### src/rtl/ahb_lite_master_pkg.sv
// ahb_pkg: shared AHB-Lite types and constants for the AHB-Lite master.
//   htrans_t    - the two transfer types this initiator ever issues.
//   HSIZE_WORD  - fixed transfer size (32-bit word).
//   mst_state_t - pipeline occupancy, encoded directly as {a_v, d_v}, so
//                 the state bits themselves are the two phase-valid flags.
package ahb_pkg;

    typedef enum logic [1:0] {
        HTRANS_IDLE   = 2'b00,
        HTRANS_NONSEQ = 2'b10
    } htrans_t;

    localparam logic [2:0] HSIZE_WORD = 3'b010;

    typedef enum logic [1:0] {
        IDLE      = 2'b00,
        ADDR      = 2'b10,
        ADDR_DATA = 2'b11,
        DATA      = 2'b01
    } mst_state_t;

endpackage

### src/rtl/ahb_lite_master_if.sv
// ahb_lite_master_if: AHB-Lite bus between one initiator and one slave.
//   HSEL, HADDR, HTRANS, HWRITE, HSIZE, HWDATA : initiator -> slave
//   HREADY (slave HREADYOUT), HRDATA           : slave -> initiator
//   HWPARITY                                   : initiator -> slave, only
//                                                with AHB_MST_WPARITY_EN
// Modports: master (initiator side), slave (target side).
interface ahb_lite_master_if
    import ahb_pkg::*;
#(
    parameter int ADDR_W = 32,
    parameter int DATA_W = 32
);
    logic              HSEL;
    logic [ADDR_W-1:0] HADDR;
    htrans_t           HTRANS;
    logic              HWRITE;
    logic [2:0]        HSIZE;
    logic [DATA_W-1:0] HWDATA;
    logic              HREADY;
    logic [DATA_W-1:0] HRDATA;
`ifdef AHB_MST_WPARITY_EN
    logic              HWPARITY;
`endif

    modport master (
        output HSEL, HADDR, HTRANS, HWRITE, HSIZE, HWDATA,
`ifdef AHB_MST_WPARITY_EN
        output HWPARITY,
`endif
        input  HREADY, HRDATA
    );

    modport slave (
        input  HSEL, HADDR, HTRANS, HWRITE, HSIZE, HWDATA,
`ifdef AHB_MST_WPARITY_EN
        input  HWPARITY,
`endif
        output HREADY, HRDATA
    );
endinterface

### src/rtl/ahb_lite_master.sv
// ahb_lite_master: command-driven AHB-Lite initiator, single-beat NONSEQ
// read/write transfers, pipelined address/data phases, wait-state aware.
// Ports:
//   HCLK, HRESETn       - clock (rising edge), async active-low reset
//   cmd_valid/cmd_ready - command handshake; cmd_write/cmd_addr/cmd_wdata
//   rsp_valid           - one-cycle pulse per completed transfer, with
//                         rsp_write and rsp_rdata (0 for writes)
//   dbg_state           - pipeline occupancy {a_v, d_v} as mst_state_t
//   bus                 - AHB-Lite master modport
// Optional: define AHB_MST_WPARITY_EN to add HWPARITY (odd parity of
// HWDATA for writes, 0 for reads) in the data phase.
//
// Handshake: a command transfers on a rising edge where cmd_valid &&
// cmd_ready; cmd_ready depends combinationally on HREADY, and cmd_valid
// must not depend on cmd_ready.
module ahb_lite_master
    import ahb_pkg::*;
#(
    parameter int ADDR_W = 32,
    parameter int DATA_W = 32
) (
    input  logic              HCLK,
    input  logic              HRESETn,
    input  logic              cmd_valid,
    output logic              cmd_ready,
    input  logic              cmd_write,
    input  logic [ADDR_W-1:0] cmd_addr,
    input  logic [DATA_W-1:0] cmd_wdata,
    output logic              rsp_valid,
    output logic              rsp_write,
    output logic [DATA_W-1:0] rsp_rdata,
    output mst_state_t        dbg_state,
    ahb_lite_master_if.master bus
);

    mst_state_t        state, state_nxt;
    logic              a_v, d_v;
    logic              accept;
    logic              a_nxt, d_nxt;
    logic [DATA_W-1:0] pend_wdata;
    logic              d_write;

    assign a_v       = state[1];
    assign d_v       = state[0];
    assign dbg_state = state;

    // The address slot is free when empty or when its occupant advances now.
    assign cmd_ready = !a_v || bus.HREADY;
    assign accept    = cmd_valid && cmd_ready;

    assign bus.HTRANS = a_v ? HTRANS_NONSEQ : HTRANS_IDLE;
    assign bus.HSEL   = a_v;
    assign bus.HSIZE  = HSIZE_WORD;

    always_ff @(posedge HCLK or negedge HRESETn) begin
        if (!HRESETn) state <= IDLE;
        else          state <= state_nxt;
    end

    always_comb begin
        a_nxt     = accept || (a_v && !bus.HREADY);
        d_nxt     = (a_v && bus.HREADY) || (d_v && !bus.HREADY);
        state_nxt = mst_state_t'({a_nxt, d_nxt});
    end

    always_ff @(posedge HCLK or negedge HRESETn) begin
        if (!HRESETn) begin
            bus.HADDR  <= '0;
            bus.HWRITE <= 1'b0;
            pend_wdata <= '0;
            bus.HWDATA <= '0;
            d_write    <= 1'b0;
            rsp_valid  <= 1'b0;
            rsp_write  <= 1'b0;
            rsp_rdata  <= '0;
        end else begin
            // HADDR/HWRITE keep their last values once the bus goes IDLE.
            if (accept) begin
                bus.HADDR  <= cmd_addr;
                bus.HWRITE <= cmd_write;
                pend_wdata <= cmd_wdata;
            end
            // Address phase advances; pend_wdata still belongs to it here
            // because a same-edge accept only overwrites it after this edge.
            if (a_v && bus.HREADY) begin
                d_write <= bus.HWRITE;
                if (bus.HWRITE) bus.HWDATA <= pend_wdata;
            end
            rsp_valid <= d_v && bus.HREADY;
            if (d_v && bus.HREADY) begin
                rsp_write <= d_write;
                rsp_rdata <= d_write ? '0 : bus.HRDATA;
            end
        end
    end

`ifdef AHB_MST_WPARITY_EN
    always_ff @(posedge HCLK or negedge HRESETn) begin
        if (!HRESETn)
            bus.HWPARITY <= 1'b0;
        else if (a_v && bus.HREADY)
            bus.HWPARITY <= bus.HWRITE ? ~(^pend_wdata) : 1'b0;
    end
`endif

endmodule

### src/flat_wrapper.sv
// flat-port wrapper written by rule: the top's interface ports become plain ports
module ahb_lite_master_flat import ahb_pkg::*;
#(
    parameter int ADDR_W = 32,
    parameter int DATA_W = 32
)
  (HCLK, HRESETn, cmd_valid, cmd_ready, cmd_write, cmd_addr, cmd_wdata, rsp_valid, rsp_write, rsp_rdata, dbg_state, bus_HSEL, bus_HADDR, bus_HTRANS, bus_HWRITE, bus_HSIZE, bus_HWDATA, bus_HREADY, bus_HRDATA);
  ahb_lite_master_if #(.ADDR_W(ADDR_W), .DATA_W(DATA_W)) bus_i ();
  input  logic HCLK;
  input  logic HRESETn;
  input  logic cmd_valid;
  output logic cmd_ready;
  input  logic cmd_write;
  input  logic [ADDR_W-1:0] cmd_addr;
  input  logic [DATA_W-1:0] cmd_wdata;
  output logic rsp_valid;
  output logic rsp_write;
  output logic [DATA_W-1:0] rsp_rdata;
  output mst_state_t dbg_state;
  output wire logic [$bits(bus_i.HSEL)-1:0] bus_HSEL;
  output wire logic [$bits(bus_i.HADDR)-1:0] bus_HADDR;
  output wire logic [$bits(bus_i.HTRANS)-1:0] bus_HTRANS;
  output wire logic [$bits(bus_i.HWRITE)-1:0] bus_HWRITE;
  output wire logic [$bits(bus_i.HSIZE)-1:0] bus_HSIZE;
  output wire logic [$bits(bus_i.HWDATA)-1:0] bus_HWDATA;
  input wire logic [$bits(bus_i.HREADY)-1:0] bus_HREADY;
  input wire logic [$bits(bus_i.HRDATA)-1:0] bus_HRDATA;
  assign bus_HSEL = bus_i.HSEL;
  assign bus_HADDR = bus_i.HADDR;
  assign bus_HTRANS = bus_i.HTRANS;
  assign bus_HWRITE = bus_i.HWRITE;
  assign bus_HSIZE = bus_i.HSIZE;
  assign bus_HWDATA = bus_i.HWDATA;
  assign bus_i.HREADY = bus_HREADY;
  assign bus_i.HRDATA = bus_HRDATA;
  ahb_lite_master #(.ADDR_W(ADDR_W), .DATA_W(DATA_W)) u_core (.HCLK(HCLK), .HRESETn(HRESETn), .cmd_valid(cmd_valid), .cmd_ready(cmd_ready), .cmd_write(cmd_write), .cmd_addr(cmd_addr), .cmd_wdata(cmd_wdata), .rsp_valid(rsp_valid), .rsp_write(rsp_write), .rsp_rdata(rsp_rdata), .dbg_state(dbg_state), .bus(bus_i));
endmodule
### config.mk
export PLATFORM = sky130hd
export DESIGN_NAME = ahb_lite_master_flat
export DESIGN_NICKNAME = d
export VERILOG_FILES = /design/src/rtl/ahb_lite_master_pkg.sv /design/src/rtl/ahb_lite_master_if.sv /design/src/rtl/ahb_lite_master.sv /design/src/flat_wrapper.sv
export SDC_FILE = /design/constraint.sdc
export NUM_CORES = 1
export LEC_CHECK = 0
export BUFFER_PORTS_ARGS = -buffer_cell sky130_fd_sc_hd__buf_2
export CAP_MARGIN = 20
export CORE_MARGIN = 2
export CORE_UTILIZATION = 40
export DETAILED_ROUTE_END_ITERATION = 12
export PLACE_DENSITY = 0.7
export SLEW_MARGIN = 30
export SYNTH_ARGS = -nofsm -noshare
export SYNTH_HDL_FRONTEND = slang
export SYNTH_SLANG_ARGS = --single-unit
### constraint.sdc
create_clock -name HCLK -period 1.67 [get_ports HCLK]
set_input_delay 0.501 -clock HCLK [delete_from_list [all_inputs] [get_ports HCLK]]
set_output_delay 0.501 -clock HCLK [all_outputs]
set_load 0.03 [all_outputs]
Word level (Yosys, flattened, before mapping)
Index checks and enable logic that the tools add are counted.
Word-level totals
  bits in registers: 134
  bits of input ports: 101
  output and inout port bits: 108
  logic and storage cells: 22
Cells by class
  mux-type cells: 2
  reduce and logical (&&, ||, !) cells: 11
Operators by type and width (number)
  32-bit two-way mux: 1
  1-bit logical AND: 5
  1-bit logical OR: 3
  1-bit logical NOT: 2
  2-bit two-way mux: 1
  2-bit AND reduction: 1

Depth between registers and ports, before layout
Gate-level depths: netlist (run 1).
  word-level depth: 4
  gate-level depth with buffers: 5
  gate-level depth less buffers: 3

Worst setup path after synthesis (run 1)
OpenSTA, ideal clock, no wires.
  path type: reg2reg
  start: reg u_core.state[1] (netlist: u_core.dbg_state[1])
  end: reg u_core.bus.HADDR[10]
  library setup time: 0.125 ns
  data arrival time: 1.544 ns
  required time: 1.545 ns
  setup slack: 0.001 ns
  stages on the path, launching flop included: 6
  path buffers: 2
  period minus slack after synthesis: 1.669 ns
  path through: dfrtp_1 > nand2b_2 > nand2_1 > buf_6 > buf_6 > mux2_4
On the way
  cells in the longest elaborated chain, start to end: 3
Ends and longest elaborated chain
  start: declaration: line ahb_lite_master.sv:36  | mst_state_t state, state_nxt;
  start signal: assignment: line ahb_lite_master.sv:57  | else state <= state_nxt;
  1-bit logical NOT: line ahb_lite_master.sv:48  | assign cmd_ready = !a_v || bus.HREADY;
  1-bit logical OR: line ahb_lite_master.sv:48
  named net cmd_ready: line flat_wrapper.sv:12  | output logic cmd_ready;
  1-bit logical AND: line ahb_lite_master.sv:49  | assign accept = cmd_valid && cmd_ready;
  end signal: assignment: line ahb_lite_master.sv:79  | bus.HADDR <= cmd_addr;
  end: declaration: line ahb_lite_master_if.sv:26  | output HSEL, HADDR, HTRANS, HWRITE, HSIZE, HWDATA,
The timed path passes the listed nets, and every way through them passes these cells.
A chain may end at the register's enable or synchronous reset.

Final worst setup path (run 1)
  start: reg u_core.state[1] (netlist: u_core.dbg_state[1])
  end: out bus_HTRANS[1]
On the way
  cells in the longest elaborated chain, start to end: 1
Ends and longest elaborated chain
  2-bit two-way mux: line ahb_lite_master.sv:51  | assign bus.HTRANS = a_v ? HTRANS_NONSEQ : HTRANS_IDLE;
  end: declaration: line flat_wrapper.sv:22  | output wire logic [$bits(bus_i.HTRANS)-1:0] bus_HTRANS;
Every way passes these cells.

==> results of run 1 <==
repair_timing:
item,4_1_cts,5_1_grt
hold endpoints to repair,15,0
hold buffers,1,0
buffers inserted,2,0
resized for setup,7,2
cloned,0,0
setup endpoints to repair,1,4
per-layer routing:
metal	wire [µm]	vias to the layer above	part of all wire	track usage
met4	267	0	0.023	0.0831
met3	726	22	0.061	0.0490
met5	0	-	0	0
met1	4890	1741	0.41	0.208
met2	5940	123	0.50	0.271
li1	-	1652	-	-
layout by cell type (no fill, tap or decap), drive strengths merged:
| cell type | n |
|---|---|
| buf | 220 |
| bufinv | 2 |
| clkbuf | 24 |
| clkinv | 6 |
| conb | 4 |
| dfrtp | 134 |
| dlygate4sd3 | 1 |
| inv | 2 |
| mux2 | 98 |
| nand2 | 37 |
| nand2b | 34 |
| nand3 | 1 |
| o21ai | 33 |
metrics by stage:
| stage | hold slack [ns] | util | TNS, ns | instances |
|---|---|---|---|---|
| 2_1_floorplan | 0.205 | - | 0 | 369 |
| 3_3_place_gp | 0.430 | 0.505 | -0.0381 | 738 |
| 3_5_place_dp | 0.434 | 0.505 | -0.382 | 738 |
| 4_1_cts | 0.299 | 0.555 | -0.0125 | 773 |
| 5_1_grt | 0.297 | 0.555 | 0 | 772 |
| 6_report | 0.320 | 0.555 | 0 | 772 |
cell type report:
cell class                      instances  area, µm²  share of cell area
Sequential cell                       134       3350               0.460
Multi-Input combinational cell        207       1850               0.254
Timing Repair Buffer                  221       1250               0.172
Clock buffer                           24        512              0.0702
Tap cell                              176        220              0.0302
Clock inverter                          8       93.8              0.0129
Inverter                                2       7.51             0.00103
final timing paths:
path / end / slack, ns / depth (start not counted)
setup / recovery: bus_HTRANS[1] / 0.04 / 2
hold / removal: u_core.bus.HADDR[23] / 0.32 / 2
setup reg to reg: u_core.pend_wdata[21] / 0.20 / 5
hold reg to reg: u_core.rsp_rdata[0] / 0.48 / 2
max in group asynchronous: u_core.bus.HWDATA[27] / 0.54 / 3
min in group asynchronous: u_core.rsp_rdata[27] / 0.57 / 2
power groups by stage:
stage                     Sequential, mW  Clock, mW  Combinational [mW]
final                               4.34       3.74                3.12
after global routing                4.44       3.97                3.31
after CTS                           4.35       3.83                3.16
after detailed placement            4.39          0                3.14
after global placement              4.34          0                3.08
after floorplan                     5.50          0               0.960
kinds of logic (layout without fill, tap and decap cells):
group                  after synthesis  after routing
DFF                                134            134
AOI/OAI and AO/OA                   33             33
muxes                               98             98
other                                2              4
and+or+nand+nor                     72             72
buffers and inverters               28            255
state kept, by name, summed over array words and instances (netlist names), named ones only:
register	count
u_core.pend_wdata	32
u_core.rsp_rdata	32
u_core.bus.HWRITE	1
u_core.dbg_state	1
u_core.rsp_valid	1
u_core.d_write	1
u_core.bus.HWDATA	32
u_core.bus.HADDR	32
u_core.rsp_write	1
==> flow_summary.toml, run 1 <==
[finish]
post_route_cells_drive_above_1_share = 0.592
design.final.nets = 684
final_area_um2 = 7290
area_growth_syn_to_layout_pct = 36.1
antenna_diode_count = 0
layout_filler_cell_count = 1113

[sta]
worst_case_headroom_to_the_max_slew_limit = 0.448
max_slew.worst_pin.slew_ns = 0.828
grt_setup_unrepaired = "false"
fmaxAchievable_mhz = 614
final-setup-viol-count = 0
timing.clock.skew_ns = 0.00655
max_slew_vio_count = 0
period_share = 0.976
final.min_clock_period_ns = 1.63
post-route-worst-setup-slack_ns = 0.0404
hold_violations = 0

[grt]
grt_max_degree = 58
number_of_global_route_vias_before_repair = 3661
overflow = 0
number_of_antenna_violations_at_the_first_check_in_global_routing = 0
grt_use_total = 0.168
grt_pass1_wl_mm = 18.6

[yosys]
syn_area_per_cell_um2 = 14.6
yosys.cell_types.count = 14
synth_top_cell_area_share = 0.626
ys_top_cells_by_count = "sky130_fd_sc_hd__dfrtp_1 (134), sky130_fd_sc_hd__mux2_4 (50), sky130_fd_sc_hd__mux2_2 (48)"
yosys.cell_count.top_type = "sky130_fd_sc_hd__dfrtp_1"
mux_share_of_post_synthesis_cell_area = 0.241
synth_enable_flop_cells = 0
synth-seq-area-share = 0.626
synth.ff_latch_count = 134
synth_xor_xnor_area_share = 0
synth_top_area_cells = "sky130_fd_sc_hd__dfrtp_1 (63%), sky130_fd_sc_hd__mux2_4 (14%), sky130_fd_sc_hd__mux2_2 (10%)"
synth-warning-count = 0
synth_top_family_by_area = "multiplexers"
synth_area_leader_cell = "sky130_fd_sc_hd__dfrtp_1"
postSynthCellCount = 367
asyncSetResetFlopFracSynth = 1.00
syn-cell-area_um2 = 5360
dominantRegCellSynth = "sky130_fd_sc_hd__dfrtp_1"
post_synth_fa_ha_maj_area_fraction = 0
compound_gate_fraction_of_synth_area = 0.0308
synth_simple_gate_area_share = 0.0670

[cts]
clock_latency_ns = 0.41
cts.path.max_buffers = 2
number_of_buffers_created_by_cts = 17
clock_tree_root_buffer_cell = "sky130_fd_sc_hd__clkbuf_16"
clkSinkCount = 134
h_tree_depth = 4
tritoncts = "done"
clk_pin_slew_worst_setup_hold_paths_ns = 0.06

[drt]
drc = 0
routed-via-count = 3538
drt_wl_total_mm = 11.8
drt_first_pass_iters = 4
dr_iter_0_viols = 118
post_drt_via_cell_ratio = 4.58
antenna_left = 0
wire_per_inst_um = 15.3

[place]
globalplace.congestion = 0.764
place_hpwl_mm = 8.36
placedInstanceArea_um2 = 6640
detailedPlace.worstSlack_ns = -0.0521
port_buffers = 204

[power_and_ir_drop]
power_leakage_nw = 3.75
netSwitchingFraction = 0.324
p_seq_frac = 0.388
p_clk_frac = 0.334
switching_power_mw = 3.64
internal_power_mw = 7.57
irDropWorstVdd_mv = 0.784
total_power_mw = 11.2
p_per_area_nw_per_um2 = 1540
comb_power_share = 0.279

[critical_path]
critical_path_required_ns = 1.17
worstSetupPathType = "reg -> out"
critical_path_arrival_ns = 1.13
crit_path_start = "u_core.dbg_state[1]"
crit_path_start_kind = "register"
cp_top_family = "flip-flops"
timing.critical_path.slowest_stage_cell = "sky130_fd_sc_hd__dfrtp_2"
crit_chain = "buf_6 -> buf_4"
cp_max_fo = 5
max_stage_delay_ns = 0.43
origin_of_the_critical_flop_to_flop_path = "u_core.dbg_state[1]"
critPathBufInv = 2
endpoint_kind = "output port"

[worst_hold_path]
class_of_the_worst_hold_path = "in -> reg"
hold_start = "cmd_addr[23]"

[job]
timing.max_cap.violations = 0

[floorplan]
placement_rows = 42
die-width_um = 120
start_util = 0.408
die_h_um = 120
fp.coreArea_um2 = 13100
boundaryPins = 209
dieArea_um2 = 14300

[status]
run_status = "finished, final reports clean"
No activity file was read; power rests on OpenSTA's default activity.
==> run 2: changes to the inputs <==
GPL_ROUTABILITY_DRIVEN = 1   (was unset)
PLACE_DENSITY = 0.72   (was 0.7)
clock period = 1.32 ns   (was 1.67 ns; I/O delays follow)
==> run 2 against run 1 <==
Net effect: register-to-register slack worse by 0.34 ns; flip-flop and latch count stayed put; core utilization is 12 points higher; power is 43% higher; via count is 12% higher; sequential power is 30% higher; non-clock buffer count is 78 higher; highest routed layer unchanged; hold slack worse by 0.11 ns; clock skew hardly changed; critical path depth stayed put; the flow now finishes with violations (setup timing); critical path type unchanged.
==> flow_summary.toml, run 2 (synthesis gave the netlist of run 1 again) <==
[status]
run_status = "complete, but fails checks"
violations = "setup timing"

[critical_path]
critical_path_required_ns = 0.92
worstRegToRegCells = 5
crit_path_start_kind = "register"
max_stage_delay_ns = 0.44
cp_max_fo = 4
crit_chain = "buf_6 -> buf_6"
cp_top_family = "flip-flops"
critPathBufInv = 2
worstSetupPathType = "reg -> out"
timing.critical_path.slowest_stage_cell = "sky130_fd_sc_hd__dfrtp_2"
critPathMostFrequentCell = "sky130_fd_sc_hd__buf_6"
endpoint_kind = "output port"
crit_cells = 2
critical_path_arrival_ns = 1.11

[power_and_ir_drop]
power_leakage_nw = 4.53
irDropWorstVdd_mv = 1.29
total_power_mw = 16.1
p_per_area_nw_per_um2 = 1820

[grt]
grt_use_total = 0.184
grt_max_degree = 66
overflow = 0
number_of_global_route_vias_before_repair = 4102
grt_pass1_wl_mm = 20.5
number_of_antenna_violations_at_the_first_check_in_global_routing = 0

[cts]
tritoncts = "done"
cts.path.max_buffers = 2
clock_latency_ns = 0.41
h_tree_depth = 4
clk_pin_slew_worst_setup_hold_paths_ns = 0.06
clkSinkCount = 134
clock_tree_root_buffer_cell = "sky130_fd_sc_hd__clkbuf_16"
number_of_buffers_created_by_cts = 17

[drt]
drt_first_pass_iters = 4
routed-via-count = 3953
antenna_left = 0
drc = 0
dr_iter_0_viols = 146
post_drt_via_cell_ratio = 4.65
drt-met1-wl_mm = 5.82
wire_per_inst_um = 17.5
maxUsedRoutingLayer = "met4"
met2_length_mm = 7.98
drt_wl_total_mm = 14.9
route.met3.wl_um = 754

[finish]
area_growth_syn_to_layout_pct = 64.6
antenna_diode_count = 0
post_route_cells_drive_above_1_share = 0.640
final_core_util = 0.671
design.final.nets = 763
layout_common_cells = "sky130_fd_sc_hd__dfrtp_1 (133), sky130_fd_sc_hd__buf_6 (108), sky130_fd_sc_hd__buf_2 (99)"
layout_commonest_cell = "sky130_fd_sc_hd__dfrtp_1"
final_cell_count_no_fill = 851
final_area_um2 = 8820

[floorplan]
start_util = 0.408
die-width_um = 120
die_h_um = 120
dieArea_um2 = 14300
fp.coreArea_um2 = 13100
placement_rows = 42
boundaryPins = 209

[place]
place_hpwl_mm = 8.30
port_buffers = 204
globalplace.congestion = 0.779
detailedPlace.worstSlack_ns = -0.165
placedInstanceArea_um2 = 6690
placed_cells = 740

[sta]
grt_setup_unrepaired = "true"
hold_violations = 0
period_share = 1.14
fmaxAchievable_mhz = 663
max_slew_vio_count = 0
hold_slack_ns = 0.211
final-setup-viol-count = 190
final.min_clock_period_ns = 1.51
post-route-worst-setup-slack_ns = -0.189
final.setup.tns_ns = -11.32
timing.clock.skew_ns = 0.00665

[worst_hold_path]
class_of_the_worst_hold_path = "in -> reg"
worst_hold_path.num_cells = 2

[job]
timing.max_cap.violations = 0
[run 2: what timing repair did]
item                                   4_1_cts  5_1_grt
gates resized for setup                    212       37
endpoints found under the hold margin       21        0
pin swaps                                    0        1
hold buffers                                 1        0
setup endpoints to repair                  104      168
buffers inserted                            27       41
gates cloned                                 0       11
[run 2: final cells by class]
type | count | area, µm²
tap | 176 | 220
sequential | 134 | 3350
clock buffer | 18 | 429
inverter | 2 | 7.51
timing repair buffer | 299 | 2680
clock inverter | 14 | 136
fill | 909 | 4320
multi-input combinational | 208 | 2000
[run 2: worst reg2reg max path: cells and delay by family, from the launching register on]
| kind | cells | cell delay (ns) |
|---|---|---|
| multiplexers | 1 | 0.31 |
| buffers and inverters | 3 | 0.47 |
| AND/OR/NAND/NOR | 1 | 0.13 |
| flip-flops | 1 | 0.44 |
[run 2: worst paths after layout]
check | start | to | slack (ns)
worst max-delay path | u_core.dbg_state[1] | dbg_state[1] | -0.19
worst min-delay path | cmd_addr[1] | u_core.bus.HADDR[1] | 0.21
worst min register to register | u_core.rsp_rdata[26] | u_core.rsp_rdata[26] | 0.50
max in group asynchronous | HRESETn | u_core.dbg_state[1] | 0.36
worst max register to register | u_core.dbg_state[1] | u_core.bus.HWDATA[10] | -0.14
min in group asynchronous | HRESETn | u_core.bus.HADDR[16] | 0.42
[run 2: power breakdown]
part / internal (mW) / switching, mW / total (mW) / leakage, nW
Combinational: 3.15 / 2.76 / 5.91 / 2.64
Sequential: 5.00 / 0.662 / 5.66 / 1.61
Clock: 2.76 / 1.74 / 4.49 / 0.279
Total: 10.9 / 5.16 / 16.1 / 4.53
[run 2: per-layer routing]
metal / track usage / up-vias
li1: - / 1825
met1: 0.205 / 1965
met2: 0.328 / 140
met3: 0.0504 / 23
met4: 0.0801 / 0
met5: 0 / -
